$ cat src/rtl/freq_sweep_if.sv
// Bundle of sweep configuration, control strobes and DDS-facing status
// outputs shared between the sweep controller and whoever drives it.
interface freq_sweep_if #(
  parameter int DWELL_W = 24
);
  // Sweep configuration, captured by the controller on an accepted go
  logic [31:0]        start_m;
  logic [31:0]        stop_m;
  logic [31:0]        step_m;
  logic [DWELL_W-1:0] dwell;
  logic               cont;

  // Single-cycle control requests
  logic               go;
  logic               abort;

  // Registered outputs towards the DDS stage and the host
  logic [31:0]        m;
  logic               set;
  logic               en;
  logic               busy;
  logic               done;
  logic               err;

  // Host side: drives configuration and requests, observes status
  modport master (
    output start_m, stop_m, step_m, dwell, cont, go, abort,
    input  m, set, en, busy, done, err
  );

  // Controller side: consumes configuration, produces status
  modport slave (
    input  start_m, stop_m, step_m, dwell, cont, go, abort,
    output m, set, en, busy, done, err
  );
endinterface

$ cat src/rtl/freq_sweep.sv
// Frequency sweep controller: steps a DDS tuning word from start to stop in
// fixed increments, holding each word for a programmable number of cycles,
// either once or continuously until aborted.
module freq_sweep #(
  parameter int DWELL_W = 24
) (
  input logic        clk,
  input logic        rst,
  freq_sweep_if.slave bus
);

  typedef enum logic [1:0] {
    IDLE,
    DWELL,
    DONE
  } state_e;

  state_e             state_q, state_d;

  // Shadow copies of the configuration, frozen for the whole sweep
  logic [31:0]        startShadow_q, startShadow_d;
  logic [31:0]        stopShadow_q, stopShadow_d;
  logic [31:0]        stepShadow_q, stepShadow_d;
  logic [DWELL_W-1:0] dwellShadow_q, dwellShadow_d;
  logic               contShadow_q, contShadow_d;

  // Remaining hold cycles for the current tuning word
  logic [DWELL_W-1:0] dwellCnt_q, dwellCnt_d;

  // Registered outputs
  logic [31:0]        m_q, m_d;
  logic               set_q, set_d;
  logic               en_q, en_d;
  logic               busy_q, busy_d;
  logic               done_q, done_d;
  logic               err_q, err_d;

  // 33-bit sum so that a step carrying past 2^32 is seen as beyond stop
  // instead of wrapping back to a small tuning word.
  logic [32:0]        nextSum;
  logic               goValid;

  assign nextSum = {1'b0, m_q} + {1'b0, stepShadow_q};
  assign goValid = (bus.step_m != 32'd0) && (bus.start_m <= bus.stop_m);

  // State, shadow, counter and output registers with synchronous reset
  always_ff @(posedge clk) begin
    if (rst) begin
      state_q       <= IDLE;
      startShadow_q <= '0;
      stopShadow_q  <= '0;
      stepShadow_q  <= '0;
      dwellShadow_q <= '0;
      contShadow_q  <= 1'b0;
      dwellCnt_q    <= '0;
      m_q           <= '0;
      set_q         <= 1'b0;
      en_q          <= 1'b0;
      busy_q        <= 1'b0;
      done_q        <= 1'b0;
      err_q         <= 1'b0;
    end else begin
      state_q       <= state_d;
      startShadow_q <= startShadow_d;
      stopShadow_q  <= stopShadow_d;
      stepShadow_q  <= stepShadow_d;
      dwellShadow_q <= dwellShadow_d;
      contShadow_q  <= contShadow_d;
      dwellCnt_q    <= dwellCnt_d;
      m_q           <= m_d;
      set_q         <= set_d;
      en_q          <= en_d;
      busy_q        <= busy_d;
      done_q        <= done_d;
      err_q         <= err_d;
    end
  end

  // Next-state and next-output logic; strobes default low, levels hold
  always_comb begin
    state_d       = state_q;
    startShadow_d = startShadow_q;
    stopShadow_d  = stopShadow_q;
    stepShadow_d  = stepShadow_q;
    dwellShadow_d = dwellShadow_q;
    contShadow_d  = contShadow_q;
    dwellCnt_d    = dwellCnt_q;
    m_d           = m_q;
    set_d         = 1'b0;
    en_d          = en_q;
    busy_d        = busy_q;
    done_d        = 1'b0;
    err_d         = 1'b0;

    unique case (state_q)
      IDLE: begin
        en_d   = 1'b0;
        busy_d = 1'b0;
        // abort in the same cycle drops go silently, even an invalid one
        if (bus.go && !bus.abort) begin
          if (goValid) begin
            startShadow_d = bus.start_m;
            stopShadow_d  = bus.stop_m;
            stepShadow_d  = bus.step_m;
            dwellShadow_d = bus.dwell;
            contShadow_d  = bus.cont;
            dwellCnt_d    = bus.dwell;
            m_d           = bus.start_m;
            set_d         = 1'b1;
            en_d          = 1'b1;
            busy_d        = 1'b1;
            state_d       = DWELL;
          end else begin
            err_d = 1'b1;
          end
        end
      end

      DWELL: begin
        if (bus.abort) begin
          en_d    = 1'b0;
          busy_d  = 1'b0;
          state_d = IDLE;
        end else if (dwellCnt_q != '0) begin
          dwellCnt_d = dwellCnt_q - 1'b1;
        end else if (nextSum <= {1'b0, stopShadow_q}) begin
          m_d        = nextSum[31:0];
          set_d      = 1'b1;
          dwellCnt_d = dwellShadow_q;
        end else if (contShadow_q) begin
          m_d        = startShadow_q;
          set_d      = 1'b1;
          dwellCnt_d = dwellShadow_q;
        end else begin
          done_d  = 1'b1;
          en_d    = 1'b0;
          busy_d  = 1'b0;
          state_d = DONE;
        end
      end

      DONE: begin
        en_d    = 1'b0;
        busy_d  = 1'b0;
        state_d = IDLE;
      end

      default: begin
        en_d    = 1'b0;
        busy_d  = 1'b0;
        state_d = IDLE;
      end
    endcase
  end

  assign bus.m    = m_q;
  assign bus.set  = set_q;
  assign bus.en   = en_q;
  assign bus.busy = busy_q;
  assign bus.done = done_q;
  assign bus.err  = err_q;

endmodule

$ cat src/flat_wrapper.sv
// flat-port wrapper written by rule: the top's interface ports become plain ports
module freq_sweep_flat 
#(
  parameter int DWELL_W = 24
)
  (clk, rst, bus_start_m, bus_stop_m, bus_step_m, bus_dwell, bus_cont, bus_go, bus_abort, bus_m, bus_set, bus_en, bus_busy, bus_done, bus_err);
  freq_sweep_if #(.DWELL_W(DWELL_W)) bus_i ();
  input logic clk;
  input logic rst;
  input wire logic [$bits(bus_i.start_m)-1:0] bus_start_m;
  input wire logic [$bits(bus_i.stop_m)-1:0] bus_stop_m;
  input wire logic [$bits(bus_i.step_m)-1:0] bus_step_m;
  input wire logic [$bits(bus_i.dwell)-1:0] bus_dwell;
  input wire logic [$bits(bus_i.cont)-1:0] bus_cont;
  input wire logic [$bits(bus_i.go)-1:0] bus_go;
  input wire logic [$bits(bus_i.abort)-1:0] bus_abort;
  output wire logic [$bits(bus_i.m)-1:0] bus_m;
  output wire logic [$bits(bus_i.set)-1:0] bus_set;
  output wire logic [$bits(bus_i.en)-1:0] bus_en;
  output wire logic [$bits(bus_i.busy)-1:0] bus_busy;
  output wire logic [$bits(bus_i.done)-1:0] bus_done;
  output wire logic [$bits(bus_i.err)-1:0] bus_err;
  assign bus_i.start_m = bus_start_m;
  assign bus_i.stop_m = bus_stop_m;
  assign bus_i.step_m = bus_step_m;
  assign bus_i.dwell = bus_dwell;
  assign bus_i.cont = bus_cont;
  assign bus_i.go = bus_go;
  assign bus_i.abort = bus_abort;
  assign bus_m = bus_i.m;
  assign bus_set = bus_i.set;
  assign bus_en = bus_i.en;
  assign bus_busy = bus_i.busy;
  assign bus_done = bus_i.done;
  assign bus_err = bus_i.err;
  freq_sweep #(.DWELL_W(DWELL_W)) u_core (.clk(clk), .rst(rst), .bus(bus_i));
endmodule
$ cat config.mk
export PLATFORM = sky130hd
export DESIGN_NAME = freq_sweep_flat
export DESIGN_NICKNAME = d
export VERILOG_FILES = /design/src/rtl/freq_sweep_if.sv /design/src/rtl/freq_sweep.sv /design/src/flat_wrapper.sv
export SDC_FILE = /design/constraint.sdc
export NUM_CORES = 1
export LEC_CHECK = 0
export ABC_AREA = 0
export CORE_MARGIN = 1
export CORE_UTILIZATION = 60
export CTS_CLUSTER_SIZE = 28
export DETAILED_ROUTE_END_ITERATION = 16
export GPL_TIMING_DRIVEN = 0
export PLACE_DENSITY = 0.87
export SLEW_MARGIN = 10
export SYNTH_ARGS = -nofsm -noshare
export SYNTH_HDL_FRONTEND = slang
export SYNTH_SLANG_ARGS = --single-unit
$ cat constraint.sdc
create_clock -name clk -period 13 [get_ports clk]
set_input_delay 3.9 -clock clk [delete_from_list [all_inputs] [get_ports clk]]
set_output_delay 3.9 -clock clk [all_outputs]
set_load 0.1 [all_outputs]
* Word-level counts from Yosys, hierarchy flattened
Cells that the tools add are included.
** Storage, ports and cells
- Register bits :: 183
- Input port bits :: 125
- Output and inout port bits :: 37
- Logic and storage cells :: 78
** Cells by class
- Add/subtract/negate cells :: 2
- $lt $le $gt $ge :: 2
- Eq/ne operators :: 10
- Muxes and demuxes :: 35
- Bitwise logic cells :: 3
- Reductions and logical operators :: 14
** Operators by type and width (count)
- two-way mux 32 bit :: 6
- two-way mux 24 bit :: 6
- one-hot mux 32 bit (2 select lines) :: 1
- one-hot mux 24 bit (2 select lines) :: 1
- adder 32 x 32 -> 33 bit :: 1
- less-or-equal comparator 33 x 32 -> 1 bit :: 1
- less-or-equal comparator 32 bit :: 1
- nonzero test 32 bit :: 1
- nonzero test 24 bit :: 1
- subtractor 24 x 1 -> 24 bit, second input constant :: 1
- two-way mux 1 bit :: 12
- two-way mux 2 bit :: 6
- AND reduction 5 bit :: 2
- inequality test 3 bit, second input constant :: 3
- AND reduction 3 bit :: 2
- AND reduction 6 bit :: 1
- OR reduction 5 bit :: 1
- inequality test 2 x 1 -> 1 bit, second input constant :: 2
- inequality test 2 bit, second input constant :: 2
- inequality test 4 x 1 -> 1 bit, second input constant :: 1
- one-hot mux 1 bit (2 select lines) :: 2
- one-hot mux 2 bit (2 select lines) :: 1
- inequality test 3 x 1 -> 1 bit, second input constant :: 1
- inverter 1 bit :: 3
- 6 further kinds :: 7

* Depth between registers and ports, before layout
Gate-level depths: netlist of run 1.
- Depth in word-level cells :: 6
- Depth in mapped cells :: 23

* Worst setup path before layout of run 1
Ideal clock, no wire load.
- Path type :: input to register
- From :: input port bus_stop_m[29]
- To :: register u_core.startShadow_q[0]
- Setup time :: 0.128 ns
- Arrival time :: 6.302 ns
- Path slack :: 6.570 ns
- Cell stages on the path :: 13
- Path buffers :: 3
- Cell sequence :: inv_1 -> ha_1 -> nand4_1 -> or2_2 -> nor4_1 -> nand2_1 -> o2111ai_1 -> nor4bb_1 -> clkbuf_1 -> buf_2 -> buf_2 -> mux2i_1 -> nor2_1
** On the way
- Word-level cells in the longest chain between the ends :: 3
** Ends and longest elaborated chain
- from (decl) :: RTL line flat_wrapper.sv:11 : input wire logic [$bits(bus_i.stop_m)-1:0] bus_stop_m;
- less-or-equal comparator 32 bit :: RTL line freq_sweep.sv:44 : assign goValid = (bus.step_m != 32'd0) && (bus.start_m <= bus.stop_m);
- logical AND 1 bit :: RTL line freq_sweep.sv:44
- AND reduction 3 bit (no line)
- to (signal assigned) :: RTL line freq_sweep.sv:64 : startShadow_q <= startShadow_d;
- to (decl) :: RTL line freq_sweep.sv:21 : logic [31:0] startShadow_q, startShadow_d;
Every way passes these cells.
A chain may end at the register's enable or synchronous reset.

* Worst setup path in the final report of run 1
- From :: input port bus_stop_m[15]
- To :: register u_core.startShadow_q[16]
The elaborated chain is that of the path after synthesis.

==> impl_metrics.toml, run 1 <==
[status]
status = "complete, no violations"

[power_and_ir_drop]
swShare_pct = 38.6
peakVddDrop_mv = 0.104
clkPwrFrac_pct = 29.1
power.share.combinational_pct = 35.3
p_leak_nw = 5.72
p_per_area_nw_per_um2 = 127
p_sw_mw = 0.682
internal-power_mw = 1.09
p_seq_share_pct = 35.6

[clock_tree]
clk_pin_slew_ns = 0.08
clock_latency_ns = 0.44
cts_buffer_depth = 2
cts_tree = "yes"
clock_sinks = 183
post_cts_buffers = 0
ctsResizeCount = 0
cts_root_buf = "clkbuf_16"
htreeDepth = 4
postCtsHoldBufs = 0
cts_inserted_buffers = 17

[timing]
fmax_ghz = 0.132
setup_viol = 0
fin_setup_tns_ns = 0
skew_ns = 0.0120
hold_violations = 0
max_slew.worst_pin.slew_ns = 1.34
setup_slack_ns = 5.42
slew_headroom_pct = 8.67
post-route-min-period_ns = 7.58
fin_crit_sh_pct = 58.3
rsz0062_at_grt = "false"
slew_viol_final = 0

[finish]
diodes = 0
multi_input_area_um2 = 7140
drive_gt1_share_pct = 6.57
regArea_um2 = 3660
fill_cells = 1339
syn_to_final_growth_pct = 21.5
utilization_pct = 74.6
fin_nets = 1762

[yosys]
ys_seq_elements = 183
synth_ff_type = "dfxtp_1"
synth_edf_count = 0
synth.distinct_cells = 76
yosys_warnings = 0
synth.avg_cell_area_um2 = 8.44
syn_area_um2 = 11500
synth_nets = 1583
yosysSeqAreaShare_pct = 31.9
netlist_instances = 1360
async_reset_ff_share_pct = 0

[global_routing]
grt_pass1_vias = 10700
grt_pass1_wl_um = 55400
grt_max_degree = 19
overflow = 0
antenna_found_initial = 0
track_usage_pct = 36.0

[critical_path]
cp_data_arrival_time_ns = 7.88
path_max_fanout = 10
worstRegToRegCells = 21
crit_type = "in2reg"
r2r-start = "u_core.bus.m[0]"
endpoint_kind = "register"
cp-start-kind = "primary input"
crit_path_start = "bus_stop_m[15]"
required_ns = 13.31

[route]
route.vias.total = 11300
drt_iter0_markers = 967
wl_per_cell_um = 19.8
dr.pass1.iters = 6
ant_nets = 0
avgViaCountPerCell = 6.31
drc_errors = 0
drt-total-wl_um = 35400

[die]
die-height_um = 140
fp-row-count = 50
dieArea_um2 = 19700
io_pins = 162
floorplan.initialDensity_pct = 61.4
die_w_um = 140
core-area_um2 = 18700

[worst_hold_path]
whs_path_depth = 2
hp-start = "u_core.bus.m[4]"
hold_class = "reg2reg"

[placement]
place_ws_ns = 5.10
routabilityCongestion = 1.01
post-dp-hpwl_um = 27300
port_buffers = 160

[job]
maxCapViolCount = 0
==> logic make-up (layout without fill, tap and decap cells) <==
group | count (synthesis) | in the layout | share of synthesized area [%]
compound gates | 301 | 301 | 19.0
mux | 140 | 140 | 12.2
buf+inv | 156 | 348 | 5.94
simple gates | 442 | 442 | 17.2
flops | 183 | 183 | 31.9
xor+xnor | 40 | 40 | 3.05
fa+ha+maj | 98 | 98 | 10.7
==> cell usage in the layout (no fill, tap or decap), types with 20 or more instances in the layout <==
cell type	n
clkdlybuf4s50_1	160
dfxtp_1	183
inv_1	81
ha_1	97
nor2_1	232
nand2_1	86
o21ai_0	36
a21oi_1	90
nor4_1	20
clkbuf_1	46
mux2i_1	139
a21o_1	20
a211oi_1	33
xnor2_1	27
==> cell usage after synthesis (14+ instances only) <==
cell type	n	area, µm²
inv_1	81	304
buf_2	16	80.1
a211o_1	16	140
clkbuf_1	46	173
a211oi_1	33	248
nand3_1	16	80.1
xnor2_1	27	236
mux2i_1	139	1390
dfxtp_1	183	3660
a21o_1	20	150
nor2_1	232	871
nand2_1	86	323
a21oi_1	90	450
a211oi_2	14	175
ha_1	97	1210
o21ai_0	36	180
nor3_1	15	75.1
nor4_1	20	125
nand4_1	18	113
==> power by group through the flow <==
stage / logic [mW] / clock network (mW) / registers [mW]
after floorplan: 0.355 / 0 / 0.696
after global placement: 0.586 / 0 / 0.639
after global routing: 0.657 / 0.539 / 0.633
after CTS: 0.607 / 0.512 / 0.628
after detailed placement: 0.602 / 0 / 0.640
final: 0.623 / 0.515 / 0.630
==> worst paths after layout <==
path              slack (ns)                        to
setup / recovery        5.42  u_core.startShadow_q[16]
hold / removal          0.49           u_core.bus.m[4]
setup reg to reg        6.62          u_core.bus.m[16]
hold reg to reg         0.49           u_core.bus.m[4]
==> worst max-delay path: stages <==
cell,delay (ns)
clkdlybuf4s50_1,0.51
inv_1,0.05
ha_1,0.29
and3_1,0.21
nand4_1,0.26
nor3_1,0.47
nand2_1,0.18
o2111ai_1,0.19
nor4bb_1,0.33
clkbuf_1,0.34
buf_2,0.35
buf_2,0.42
mux2i_1,0.30
nor2_1,0.07
==> sequential cells by signal, indices dropped and copies added, names as in the netlist <==
register              count
u_core.bus.m             32
u_core.startShadow_q     32
u_core.stepShadow_q      32
u_core.stopShadow_q      32
u_core.dwellCnt_q        24
u_core.dwellShadow_q     24
u_core.state_q            2
u_core.bus.done           1
u_core.bus.en             1
u_core.bus.err            1
u_core.bus.set            1
u_core.contShadow_q       1
==> metrics by stage <==
| stage | instances | power (mW) | hold WS [ns] | area [µm²] |
|---|---|---|---|---|
| floorplan | 1360 | 1.05 | 0.452 | 11500 |
| global placement | 1754 | 1.22 | 0.464 | 13400 |
| detailed placement | 1754 | 1.24 | 0.480 | 13400 |
| CTS | 1786 | 1.75 | 0.496 | 13900 |
| global route | 1786 | 1.83 | 0.509 | 13900 |
| finish | 1786 | 1.77 | 0.494 | 13900 |
==> per-layer routing <==
layer  vias up  GRT usage, %  share of wire (%)  wire [µm]
met5         -             0                  0          0
met4         0          18.3                4.8       1700
met3       130          6.53                9.3       3300
met1      5289          44.4                 39      13900
met2       616          60.2                 46      16500
li1       5234             -                  -          -
==> final cells by class <==
type / instances / area share [%]
Clock buffer: 18 / 3.15
Clock inverter: 14 / 0.951
Tap cell: 234 / 2.10
Buffer: 74 / 2.67
Timing Repair Buffer: 160 / 11.5
Inverter: 82 / 2.22
Sequential cell: 183 / 26.3
Multi-Input combinational cell: 1021 / 51.2
(Power assumes the default switching activity.)
==> inputs of run 2 (changes only) <==
--- a/config.mk
+++ b/config.mk
@@ -7,11 +7,11 @@
 export LEC_CHECK = 0
 export ABC_AREA = 0
 export CORE_MARGIN = 1
-export CORE_UTILIZATION = 60
+export CORE_UTILIZATION = 56
 export CTS_CLUSTER_SIZE = 28
 export DETAILED_ROUTE_END_ITERATION = 16
 export GPL_TIMING_DRIVEN = 0
-export PLACE_DENSITY = 0.87
+export PLACE_DENSITY = 0.82
 export SLEW_MARGIN = 10
 export SYNTH_ARGS = -nofsm -noshare
 export SYNTH_HDL_FRONTEND = slang
==> constraint.sdc (replaced) <==
create_clock -name clk -period 7.4 [get_ports clk]
set_input_delay 2.22 -clock clk [delete_from_list [all_inputs] [get_ports clk]]
set_output_delay 2.22 -clock clk [all_outputs]
set_load 0.1 [all_outputs]
==> run 2 against run 1 <==
Global-route usage decreased by 2.4 points. Total power increased by 75%. Combinational power increased by 75%. Critical path depth increased by 7. Sequential power increased by 76%. Highest routed layer unchanged. Largest cell class unchanged. Die area increased by 7.0%.
==> impl_metrics.toml, run 2 (synthesized netlist as in run 1, its figures left out) <==
[status]
status = "complete, no violations"

[finish]
fin_nets = 1762
drive_gt1_share_pct = 6.45
fill_cells = 1666
syn_to_final_growth_pct = 21.8
diodes = 0
multi_input_area_um2 = 7140
design_area_um2 = 14000
regArea_um2 = 3660
layout_common_cells = "nor2_1, dfxtp_1, clkdlybuf4s50_1"
final_common_cell = "nor2_1"
fin_cells = 1821

[clock_tree]
clock_latency_ns = 0.45
htreeDepth = 4
cts_inserted_buffers = 17
postCtsHoldBufs = 0
ctsResizeCount = 0
cts_buffer_depth = 2
clock_sinks = 183
cts_root_buf = "clkbuf_16"
post_cts_buffers = 0
cts_tree = "yes"
clk_pin_slew_ns = 0.07

[global_routing]
grt_pass1_wl_um = 55600
track_usage_pct = 33.6
overflow = 0
grt_max_degree = 18
antenna_found_initial = 0
grt_pass1_vias = 10600

[route]
avgViaCountPerCell = 6.08
wl_per_cell_um = 19.5
drt-total-wl_um = 35500
drc_errors = 0
route.vias.total = 11100
drt_iter0_markers = 903
ant_nets = 0
dr.pass1.iters = 6

[timing]
fmax_ghz = 0.159
holdWs_ns = 0.492
post-route-min-period_ns = 6.31
setup_slack_ns = 1.09
skew_ns = 0.0134
fin_crit_sh_pct = 85.3
slew_headroom_pct = 13.2
max_slew.worst_pin.slew_ns = 1.27
rsz0062_at_grt = "false"
fin_setup_tns_ns = 0
slew_viol_final = 0
hold_violations = 0
setup_viol = 0

[placement]
place_ws_ns = 1.23
port_buffers = 160
dp_cells = 1790
post-dp-hpwl_um = 27400
routabilityCongestion = 0.973
dpl_cell_area_um2 = 13400

[power_and_ir_drop]
swShare_pct = 38.0
clkPwrFrac_pct = 29.3
p_per_area_nw_per_um2 = 222
p_leak_nw = 5.72
power.share.combinational_pct = 35.1
internal-power_mw = 1.92
p_sw_mw = 1.18
peakVddDrop_mv = 0.185
p_seq_share_pct = 35.6

[worst_hold_path]
hp-start = "u_core.bus.m[13]"
hold_class = "reg2reg"

[critical_path]
critPathBufInv = 3
cpMaxStageDelayCell = "o311ai_0"
r2r-start = "u_core.bus.m[0]"
path_max_fanout = 10
cp-start-kind = "register"
crit_path_start = "u_core.bus.m[0]"
cp_data_arrival_time_ns = 6.68
path_delay_family = "compound AO/OA/AOI/OAI gates"
slowest_delay_ns = 0.70
endpoint_kind = "register"
required_ns = 7.77
crit_type = "reg2reg"
path_common_cell = "nand2_1"
path_cells = "ha_1 > inv_1 > fa_1 > nand2b_1 > a21oi_1 > o21ai_1 > a211oi_1 > nor2_1 > o311ai_0 > ha_1 > nand2_1 > nor4_1 > nand2_1 > o2111a_1 > o31ai_1 > nor2_2 > o221ai_2 > buf_6 > clkbuf_1 > nand2_1 > a21oi_1"

[die]
die_w_um = 145
core-area_um2 = 20200
dieArea_um2 = 21100
floorplan.initialDensity_pct = 56.9
io_pins = 162
fp-row-count = 52
die-height_um = 145

[job]
maxCapViolCount = 0
[run 2: worst paths after layout]
check / endpoint / cells after the start / slack, ns
setup / recovery: u_core.bus.m[10] / 21 / 1.09
hold / removal: u_core.bus.m[13] / 2 / 0.49
setup reg to reg: u_core.bus.m[10] / 21 / 1.09
hold reg to reg: u_core.bus.m[13] / 2 / 0.49
[run 2: layout make-up]
| cell class | count | area share [%] |
|---|---|---|
| Multi-Input combinational cell | 1021 | 51.0 |
| Sequential cell | 183 | 26.2 |
| Timing Repair Buffer | 160 | 11.5 |
| Clock buffer | 18 | 3.07 |
| Buffer | 74 | 2.67 |
| Tap cell | 270 | 2.42 |
| Inverter | 82 | 2.21 |
| Clock inverter | 13 | 0.966 |
[run 2: power groups by stage]
stage | combinational (mW) | sequential, mW | clock, mW
after floorplan | 0.623 | 1.22 | 0
after global placement | 1.04 | 1.12 | 0
after detailed placement | 1.06 | 1.12 | 0
after CTS | 1.07 | 1.10 | 0.905
after global routing | 1.16 | 1.11 | 0.949
final | 1.09 | 1.11 | 0.909
[run 2: layer usage]
metal | global-route usage (%) | part of all wire, % | vias up
li1 | - | - | 5217
met1 | 42.1 | 42 | 5241
met2 | 55.8 | 47 | 501
met3 | 6.57 | 8.0 | 106
met4 | 14.8 | 3.7 | 0
met5 | 0 | 0 | -
[run 2: tightest hold or removal path, cell delays in order (launching register included)]
cell and delay [ns]:
dfxtp_1 0.34, nand2_1 0.06, a21oi_1 0.05
[run 2: per-stage QoR]
step | total power [mW] | util (%)
2_1_floorplan | 1.85 | -
3_3_place_gp | 2.16 | 66.5
3_5_place_dp | 2.19 | 66.5
4_1_cts | 3.08 | 69.3
5_1_grt | 3.22 | 69.3
6_report | 3.10 | 69.3
